<file path="config.mk">
export PLATFORM = sky130hd
export DESIGN_NAME = programmable_sequence_detector
export DESIGN_NICKNAME = d
export VERILOG_FILES = /design/src/rtl/programmable_sequence_detector.sv
export SDC_FILE = /design/constraint.sdc
export NUM_CORES = 1
export LEC_CHECK = 0
export CAP_MARGIN = 20
export CORE_ASPECT_RATIO = 1.1
export CORE_MARGIN = 2
export CORE_UTILIZATION = 30
export DETAILED_ROUTE_END_ITERATION = 10
export GPL_TIMING_DRIVEN = 0
export PLACE_DENSITY_LB_ADDON = 0.2
export SLEW_MARGIN = 20
export SYNTH_ARGS = -nofsm -noshare
export SYNTH_HDL_FRONTEND = slang
export SYNTH_SLANG_ARGS = --single-unit
</file>
<file path="constraint.sdc">
create_clock -name clk -period 3.4 [get_ports clk]
set_clock_uncertainty 0.15 [all_clocks]
set_input_delay 1.02 -clock clk [delete_from_list [all_inputs] [get_ports clk]]
set_output_delay 1.02 -clock clk [all_outputs]
set_load 0.005 [all_outputs]
</file>
<file path="src/rtl/programmable_sequence_detector.sv">
// Serial pattern detector with a runtime-loadable pattern (1..MAX_LEN bits) and
// overlapping/non-overlapping matching. Optional saturating counter: SEQDET_MATCH_COUNTER_EN.
module programmable_sequence_detector #(
  parameter int MAX_LEN = 16,
  parameter int CNT_W   = 16,
  parameter int LEN_W   = $clog2(MAX_LEN + 1)
) (
  input  logic               clk,
  input  logic               reset,
  input  logic               cfg_load,
  input  logic [MAX_LEN-1:0] cfg_pattern,
  input  logic [LEN_W-1:0]   cfg_len,
  input  logic               cfg_overlap,
  input  logic               seq,
  input  logic               valid,
  output logic               detected,
  output logic [CNT_W-1:0]   match_count
);

  localparam logic [LEN_W-1:0]   LEN_MAX = LEN_W'(MAX_LEN);
  localparam logic [LEN_W-1:0]   LEN_RST = LEN_W'(5);
  localparam logic [MAX_LEN-1:0] PAT_RST = MAX_LEN'(5'b10110);

  logic [MAX_LEN-1:0] pat_q;
  logic [LEN_W-1:0]   len_q;
  logic               ovl_q;
  logic [MAX_LEN-1:0] hist;
  logic [LEN_W-1:0]   fill;

  logic [MAX_LEN-1:0] hist_n;
  logic [MAX_LEN-1:0] mask;
  logic [LEN_W-1:0]   fill_n;
  logic [LEN_W-1:0]   cfg_len_c;
  logic               accept;
  logic               match;

  // NOTE: every always_comb output gets a default first so no path can infer a latch.
  always_comb begin
    cfg_len_c = (cfg_len > LEN_MAX) ? LEN_MAX : cfg_len;
    accept    = valid && !cfg_load;
    hist_n    = (hist << 1) | MAX_LEN'(seq);
    fill_n    = (fill == LEN_MAX) ? LEN_MAX : fill + LEN_W'(1);
    mask      = '0;
    for (int i = 0; i < MAX_LEN; i++) begin
      mask[i] = (i < int'(len_q));
    end
    match = accept && (len_q != '0) && (fill_n >= len_q) &&
            ((hist_n & mask) == (pat_q & mask));
  end

  // NOTE: sequential state uses non-blocking assignments only, so every register
  // samples the pre-edge values regardless of statement order.
  always_ff @(posedge clk) begin
    if (reset) begin
      pat_q    <= PAT_RST;
      len_q    <= LEN_RST;
      ovl_q    <= 1'b1;
      hist     <= '0;
      fill     <= '0;
      detected <= 1'b0;
    end else begin
      detected <= match;
      if (cfg_load) begin
        pat_q <= cfg_pattern;
        len_q <= cfg_len_c;
        ovl_q <= cfg_overlap;
        hist  <= '0;
        fill  <= '0;
      end else if (valid) begin
        hist <= hist_n;
        // Non-overlap restarts collection; stale history bits are masked out by fill.
        fill <= (match && !ovl_q) ? '0 : fill_n;
      end
    end
  end

`ifdef SEQDET_MATCH_COUNTER_EN
  logic [CNT_W-1:0] count_q;

  always_ff @(posedge clk) begin
    if (reset || cfg_load) begin
      count_q <= '0;
    end else if (match && (count_q != '1)) begin
      count_q <= count_q + CNT_W'(1);
    end
  end

  assign match_count = count_q;
`else
  assign match_count = '0;
`endif

endmodule

</file>
# After elaboration in Yosys (flattened, before gate mapping)
# Cells that the tools add are included.
[word_totals] register_bits=43 wordCells=42
[op_classes] reduce_logical=9 eq_ne=2 bitwise_logic=3 addsub=1 n_mux=3 n_lt_le_gt_ge=18
[op_table] op="less-than comparator 4 x 5 -> 1 bit, first input constant" n=8
[op_table] op="AND 16 bit" n=2
[op_table] op="less-than comparator 3 x 5 -> 1 bit, first input constant" n=4
[op_table] op="== test 16 bit" n=1
[op_table] op="bitwise OR 16 x 1 -> 16 bit" n=1
[op_table] op="2-to-1 mux 5 bit" n=3
[op_table] op="less-than comparator 1 x 5 -> 1 bit, first input constant" n=2
[op_table] op="less-than comparator 2 x 5 -> 1 bit, first input constant" n=2
[op_table] op="adder 5 x 1 -> 5 bit, second input constant" n=1
[op_table] op="== test 5 bit, second input constant" n=1
[op_table] op="greater-or-equal comparator 5 bit" n=1
[op_table] op="> comparator 5 bit, second input constant" n=1
[op_table] op="logical AND 1 bit" n=5
[op_table] op="nonzero test 5 bit" n=1
[op_table] op="zero test 1 bit" n=2
[op_table] op="OR reduction 2 bit" n=1

# Longest topological paths before layout
# Gate-level depths: netlist of the first run.
[depth] word_depth=7 depth_mapped=12 depth_no_buf=12

# Worst setup path after synthesis of the first run
# OpenSTA, ideal clock, no wires.
[synth_timing] path_kind="input to register" startpoint="input valid" endpoint="register fill[0]" path_slack_ns=0.519 stages=7 required_time_ns=3.123 setup_ns=0.127 t_arrival_ns=2.604 path_cell_list="buf_2 -> nor2b_1 -> o221ai_1 -> or3_1 -> or3_4 -> o41ai_4 -> o21ai_1"
[synth_between] elab_chain_cells=6
[synth_lines] element="start, declared" line_no="15" text="input logic valid,"
[synth_lines] element="logical AND 1 bit" line_no="40" text="accept = valid && !cfg_load;"
[synth_lines] element="logical AND 1 bit (3 in a row)" line_no="47" text="match = accept && (len_q != '0) && (fill_n >= len_q) &&"
[synth_lines] element="logical AND 1 bit" line_no="72" text="fill <= (match && !ovl_q) ? '0 : fill_n;"
[synth_lines] element="2-to-1 mux 5 bit" line_no="72"
[synth_lines] element="end signal, assigned" line_no="72"
[synth_lines] element="end, declared" line_no="28" text="logic [LEN_W-1:0] fill;"
# Several ways; a longest one is shown, not always the timed one.
# A chain may end at the register's enable or synchronous reset.

# Final worst setup path of the first run
[layout_timing] startpoint="input cfg_load" endpoint="register fill[2]"
[layout_between] elab_chain_cells=7
[layout_lines] element="start, declared" line_no="10" text="input logic cfg_load,"
[layout_lines] element="zero test 1 bit" line_no="40"
[layout_lines] element="logical AND 1 bit" line_no="40"
[layout_lines] element="logical AND 1 bit (3 in a row)" line_no="47"
[layout_lines] element="logical AND 1 bit" line_no="72"
[layout_lines] element="2-to-1 mux 5 bit" line_no="72"
# Several ways; a longest one is shown, not always the timed one.

==> flow_metrics.env, run 1 <==
export IMPL_synth_edf_count=0
export IMPL_utilization_pct=38.16
export IMPL_cts_hold_buffers=0
export IMPL_synthFlopType="dfxtp_1"
export IMPL_min_period_ns=2.989
export IMPL_cts_resized_gates=0
export IMPL_synthCells=252
export IMPL_powerDensity_mw_per_mm2=414.6
export IMPL_vias=1740
export IMPL_yosysWarnings=0
export IMPL_critPathTopFamily="simple AND/OR/NAND/NOR gates"
export IMPL_crit_required_ns=3.43
export IMPL_crit_type="in2reg"
export IMPL_grtUsageTotal_pct=12.69
export IMPL_grt_pass1_vias=1732
export IMPL_cpPeakStageDelay_ns=0.48
export IMPL_numCtsBuffers=5
export IMPL_rows=33
export IMPL_dp_hpwl_mm=3.666
export IMPL_finalWirelength_mm=4.796
export IMPL_pwr_share_comb_pct=14.4
export IMPL_synthArstFlopShare_pct=0
export IMPL_synth_area_per_cell_um2=8.977
export IMPL_diodes=0
export IMPL_cts_tree="built"
export IMPL_postRouteAntennaNets=0
export IMPL_core_area_mm2=0.007391
export IMPL_initialDrtViolationCount=67
export IMPL_p_switching_uw=267.1
export IMPL_cts_max_level=2
export IMPL_fmax_mhz=334.6
export IMPL_p_int_uw=902.2
export IMPL_crit_cells=7
export IMPL_clock_sinks=43
export IMPL_root_buffer="clkbuf_8"
export IMPL_rsz0062_at_grt="no"
export IMPL_slowest_stage="o41ai_4"
export IMPL_hold_path_class="reg2reg"
export IMPL_critPathArrivalTime_ns=3.02
export IMPL_relSlewSlack_pct=43.83
export IMPL_path_max_fanout=5
export IMPL_path_clk_slew_ns=0.08
export IMPL_io_pins=44
export IMPL_ys_types=45
export IMPL_netlist_area_mm2=0.002262
export IMPL_final_common_cell="dfxtp_1"
export IMPL_clk_path_buf_depth=2
export IMPL_die_h_um=95.08
export IMPL_yosysSeqAreaShare_pct=38.05
export IMPL_worstSetupStartpointType="input port"
export IMPL_worst_slew_pin_slew_ns=0.8426
export IMPL_cp_num_buf_inv=1
export IMPL_grt_max_degree=14
export IMPL_routabilityCongestion=0.7577
export IMPL_ir_worst_vdd_v=0.0002370
export IMPL_finalNetCount=334
export IMPL_reg2reg_depth=11
export IMPL_pwr_share_seq_pct=45.5
export IMPL_grt_overflow_total=0
export IMPL_worstSetupEndpointType="register"
export IMPL_grt_pass1_wl_mm=8.224
export IMPL_drv_slew=0
export IMPL_multi_input_area_mm2=0.001216
export IMPL_die_w_um=86.80
export IMPL_setup_viol=0
export IMPL_finalHoldViolCount=0
export IMPL_crit_chain="clkdlybuf4s50_1 -> nor2b_1 -> o221ai_1 -> or3_1 -> or3_4 -> o41ai_4 -> o21ai_1"
export IMPL_pwr_share_clk_pct=40.1
export IMPL_grt_antenna_before_repair=0
export IMPL_finalSetupTns_ns=0
export IMPL_start_util_pct=30.61
export IMPL_dieArea_mm2=0.008252
export IMPL_drc_errors=0
export IMPL_dr_pass1_iters=4
export IMPL_clk_latency_ns=0.29
export IMPL_status="completed"
export IMPL_switching_share_pct=22.85
export IMPL_via_per_inst=4.485
export IMPL_worstHoldPathCells=2
export IMPL_syn_to_final_growth_pct=24.67
export IMPL_num_fill_cells=766
export IMPL_cap_viol_max_count=0
export IMPL_ff_latch_area_um2=860.8
export IMPL_fin_crit_sh_pct=87.91
export IMPL_ys_seq_elements=43
export IMPL_final_cell_mix="dfxtp_1, nor2_1, mux2i_1"
export IMPL_wl_per_cell_um=12.36
export IMPL_drive_gt1_share_pct=11.63
export IMPL_io_buffers=26
export IMPL_p_leak_nw=1.187
export IMPL_post_cts_buffers=0
-- cell usage after synthesis (all sizes together), types with 2 or more instances --
library cell	number	area (µm²)
dfxtp	43	860.8
nor2	35	133.9
mux2i	29	290.3
buf	24	170.2
xnor2	14	122.6
inv	13	48.79
nand2	13	48.80
a21oi	11	55.05
o21ai	10	50.04
ha	7	87.58
clkbuf	6	22.52
nor2b	5	31.28
a211o	4	35.03
a211oi	4	35.03
xor2	4	35.03
nand3	3	15.01
nand3b	3	22.52
a31oi	2	12.51
nor3	2	10.01
o2111ai	2	17.52
or3	2	17.52
-- power groups by stage --
stage          Sequential [mW]  Clock (mW)  Combinational [mW]
2_1_floorplan            0.542           0               0.114
3_3_place_gp             0.545           0               0.167
3_5_place_dp             0.545           0               0.169
4_1_cts                  0.533       0.481               0.170
5_1_grt                  0.535       0.502               0.189
6_report                 0.533       0.469               0.168
-- worst register-to-register path, cell delays in order, from the launching register on --
cell      delay, ns
dfxtp_1        0.34
inv_1          0.08
ha_1           0.14
nand3b_1       0.09
o21ai_0        0.27
ha_1           0.28
nand2b_1       0.14
a211oi_1       0.26
nor3_1         0.09
a211oi_1       0.41
o41ai_4        0.18
o21ai_1        0.14
-- sequential cells by signal, summed over array words and instances (netlist names) --
name and cells:
len_q 5, hist 15, fill 5, detected 1, ovl_q 1, pat_q 16
-- area by class of cell --
type                    instances  area share, %
clock buffers                   6          2.573
multi-input cells             181          43.12
plain buffers                  30          6.832
well taps                      87          3.860
inverters                      13          1.730
clock inverters                 2          2.130
flip-flops and latches         43          30.52
repair buffers                 26          9.228
-- metrics by stage --
stage	power [mW]	std cells	worst slack [ns]	cell area, µm²	hold WS (ns)
floorplan	0.6558	267	0.5190	2318	0.3008
global placement	0.7124	380	0.1146	2688	0.3193
detailed placement	0.7139	380	0.08745	2688	0.3260
CTS	1.184	388	0.3955	2820	0.3375
global route	1.226	388	0.2855	2820	0.3680
finish	1.169	388	0.4109	2820	0.3338
-- final timing paths --
check,start,to,slack [ns]
setup / recovery,cfg_load,fill[2]$_SDFFE_PP0P_,0.41
hold / removal,fill[4]$_SDFFE_PP0P_,fill[4]$_SDFFE_PP0P_,0.33
setup reg to reg,fill[0]$_SDFFE_PP0P_,fill[2]$_SDFFE_PP0P_,0.77
hold reg to reg,fill[4]$_SDFFE_PP0P_,fill[4]$_SDFFE_PP0P_,0.33
-- per-layer routing --
metal | wire length [µm] | GRT usage (%)
met1 | 2203 | 15.29
met2 | 2328 | 22.14
met4 | 75 | 4.427
met3 | 189 | 2.771
met5 | 0 | 0
-- logic make-up after synthesis --
kind of cell,after synthesis,synth area share (%)
AOI/OAI and AO/OA,41,12.67
xor gates and xnor gates,18,6.969
adders and majority gates,7,3.872
buffers and inverters,43,10.67
DFF,43,38.05
muxes,29,12.83
other,1,0.1658
and+or+nand+nor,70,14.77
No activity file was read; power rests on OpenSTA's default activity.
==> inputs of run 2 (changes only) <==
Settings changed: GPL_TIMING_DRIVEN 0 to not set.
==> flow_metrics.env, run 2 (same netlist as run 1, synthesis figures left out) <==
export IMPL_crit_required_ns=3.42
export IMPL_cap_viol_max_count=0
export IMPL_die_h_um=95.08
export IMPL_core_area_mm2=0.007391
export IMPL_rows=33
export IMPL_path_clk_slew_ns=0.08
export IMPL_initialDrtViolationCount=71
export IMPL_wl_per_cell_um=12.15
export IMPL_dieArea_mm2=0.008252
export IMPL_dp_hpwl_mm=3.358
export IMPL_root_buffer="clkbuf_8"
export IMPL_path_max_fanout=5
export IMPL_vias=1674
export IMPL_grt_max_degree=29
export IMPL_min_from="fill[4]$_SDFFE_PP0P_"
export IMPL_cts_max_level=2
export IMPL_fin_crit_sh_pct=88.88
export IMPL_largest_register_ffs=16
export IMPL_numCtsBuffers=5
export IMPL_finalSetupTns_ns=0
export IMPL_worst_slew_pin_slew_ns=0.5245
export IMPL_worstSetupEndpointType="register"
export IMPL_min_period_ns=3.022
export IMPL_r2r_start="fill[0]$_SDFFE_PP0P_"
export IMPL_die_w_um=86.80
export IMPL_post_cts_buffers=0
export IMPL_grt_overflow_total=0
export IMPL_via_per_inst=4.612
export IMPL_grtUsageTotal_pct=11.53
export IMPL_status="completed"
export IMPL_drive_gt1_share_pct=6.522
export IMPL_finalWirelength_mm=4.410
export IMPL_setup_viol=0
export IMPL_largest_register="pat_q"
export IMPL_final_cell_mix="dfxtp_1, nor2_1, mux2i_1"
export IMPL_hold_path_class="reg2reg"
export IMPL_relSlewSlack_pct=64.82
export IMPL_rsz0062_at_grt="no"
export IMPL_io_buffers=27
export IMPL_finalNetCount=309
export IMPL_ir_worst_vdd_v=0.0002244
export IMPL_clk_latency_ns=0.29
export IMPL_start_util_pct=30.61
export IMPL_powerDensity_mw_per_mm2=378.8
export IMPL_reg2reg_slack_ns=0.73
export IMPL_io_pins=44
export IMPL_cts_tree="built"
export IMPL_grt_pass1_vias=1556
export IMPL_diodes=0
export IMPL_power_total_uw=991.9
export IMPL_p_leak_nw=1.066
export IMPL_routabilityCongestion=0.7796
export IMPL_clk_path_buf_depth=2
export IMPL_postRouteAntennaNets=0
export IMPL_largestRegisters="pat_q x16, hist x15"
export IMPL_finalHoldViolCount=0
export IMPL_drv_slew=0
export IMPL_worstSetupStartpointType="input port"
export IMPL_grt_pass1_wl_mm=7.403
export IMPL_final_common_cell="dfxtp_1"
export IMPL_crit_type="in2reg"
export IMPL_clock_sinks=43
export IMPL_grt_antenna_before_repair=0
export IMPL_cts_resized_gates=0
export IMPL_critPathLaunch="valid"
export IMPL_critPathArrivalTime_ns=3.05
export IMPL_syn_to_final_growth_pct=15.76
export IMPL_drc_errors=0
export IMPL_cts_hold_buffers=0
export IMPL_fmax_mhz=330.9
export IMPL_dr_pass1_iters=4
-- run 2: cell types whose count changed in the layout (fill, tap and decap cells not counted) --
cell / before / now
clkdlybuf4s50_1: 26 / 27
buf_4: 16 / 4
clkbuf_1: 7 / 0
buf_2: 4 / 0
bufinv_16: 2 / 0
clkinv_2: 0 / 3
buf_6: 2 / 0
buf_1: 2 / 0
-- run 2: cell type report --
cell class,instances,area (µm²)
repair buffers,31,300.3
inverters,13,48.80
clock buffers,5,68.82
clock inverters,3,15.01
flip-flops and latches,43,860.8
multi-input cells,181,1216
fillers,783,4772
well taps,87,108.9
-- run 2: final timing paths --
path / end / cells past startpoint
min: fill[4]$_SDFFE_PP0P_ / 2
max: fill[3]$_SDFFE_PP0P_ / 7
min reg2reg: fill[4]$_SDFFE_PP0P_ / 2
max reg2reg: fill[3]$_SDFFE_PP0P_ / 11
-- run 2: worst max-delay path, cell delays in order --
cell	delay (ns)
clkdlybuf4s50_1	0.51
nor2b_1	0.14
o221ai_1	0.10
or3_1	0.31
or3_4	0.39
o41ai_4	0.47
o21ai_1	0.10
-- run 2: power breakdown --
part / switching [mW] / internal [mW] / leakage [nW]
combinational: 0.0661 / 0.0739 / 0.666
sequential: 0.0210 / 0.521 / 0.351
clock: 0.170 / 0.141 / 0.0477
total: 0.257 / 0.735 / 1.07
-- run 2: per-layer routing --
metal	vias to the layer above	wire length [µm]	GRT usage, %
met1	768	2028	14.11
li1	868	-	-
met4	0	61	3.906
met3	5	147	2.424
met5	-	0	0
met2	33	2172	19.97
-- run 2: stage by stage --
step	instance area (µm²)	hold slack [ns]	util (%)	setup WS, ns	instances
3_3_place_gp	2535	0.3184	34.30	0.09400	355
6_report	2619	0.3313	35.43	0.3782	363
4_1_cts	2619	0.3338	35.43	0.3486	363
3_5_place_dp	2535	0.3220	34.30	0.04224	355
2_1_floorplan	2318	0.3008	-	0.5190	267
5_1_grt	2619	0.3790	35.43	0.2315	363
==> inputs of run 3 (changes only) <==
Settings changed: GPL_TIMING_DRIVEN set to 0, SLEW_MARGIN 20 to 30.
==> results of run 3 <==
Final layout, timing and power as in run 1 (identical DEF).
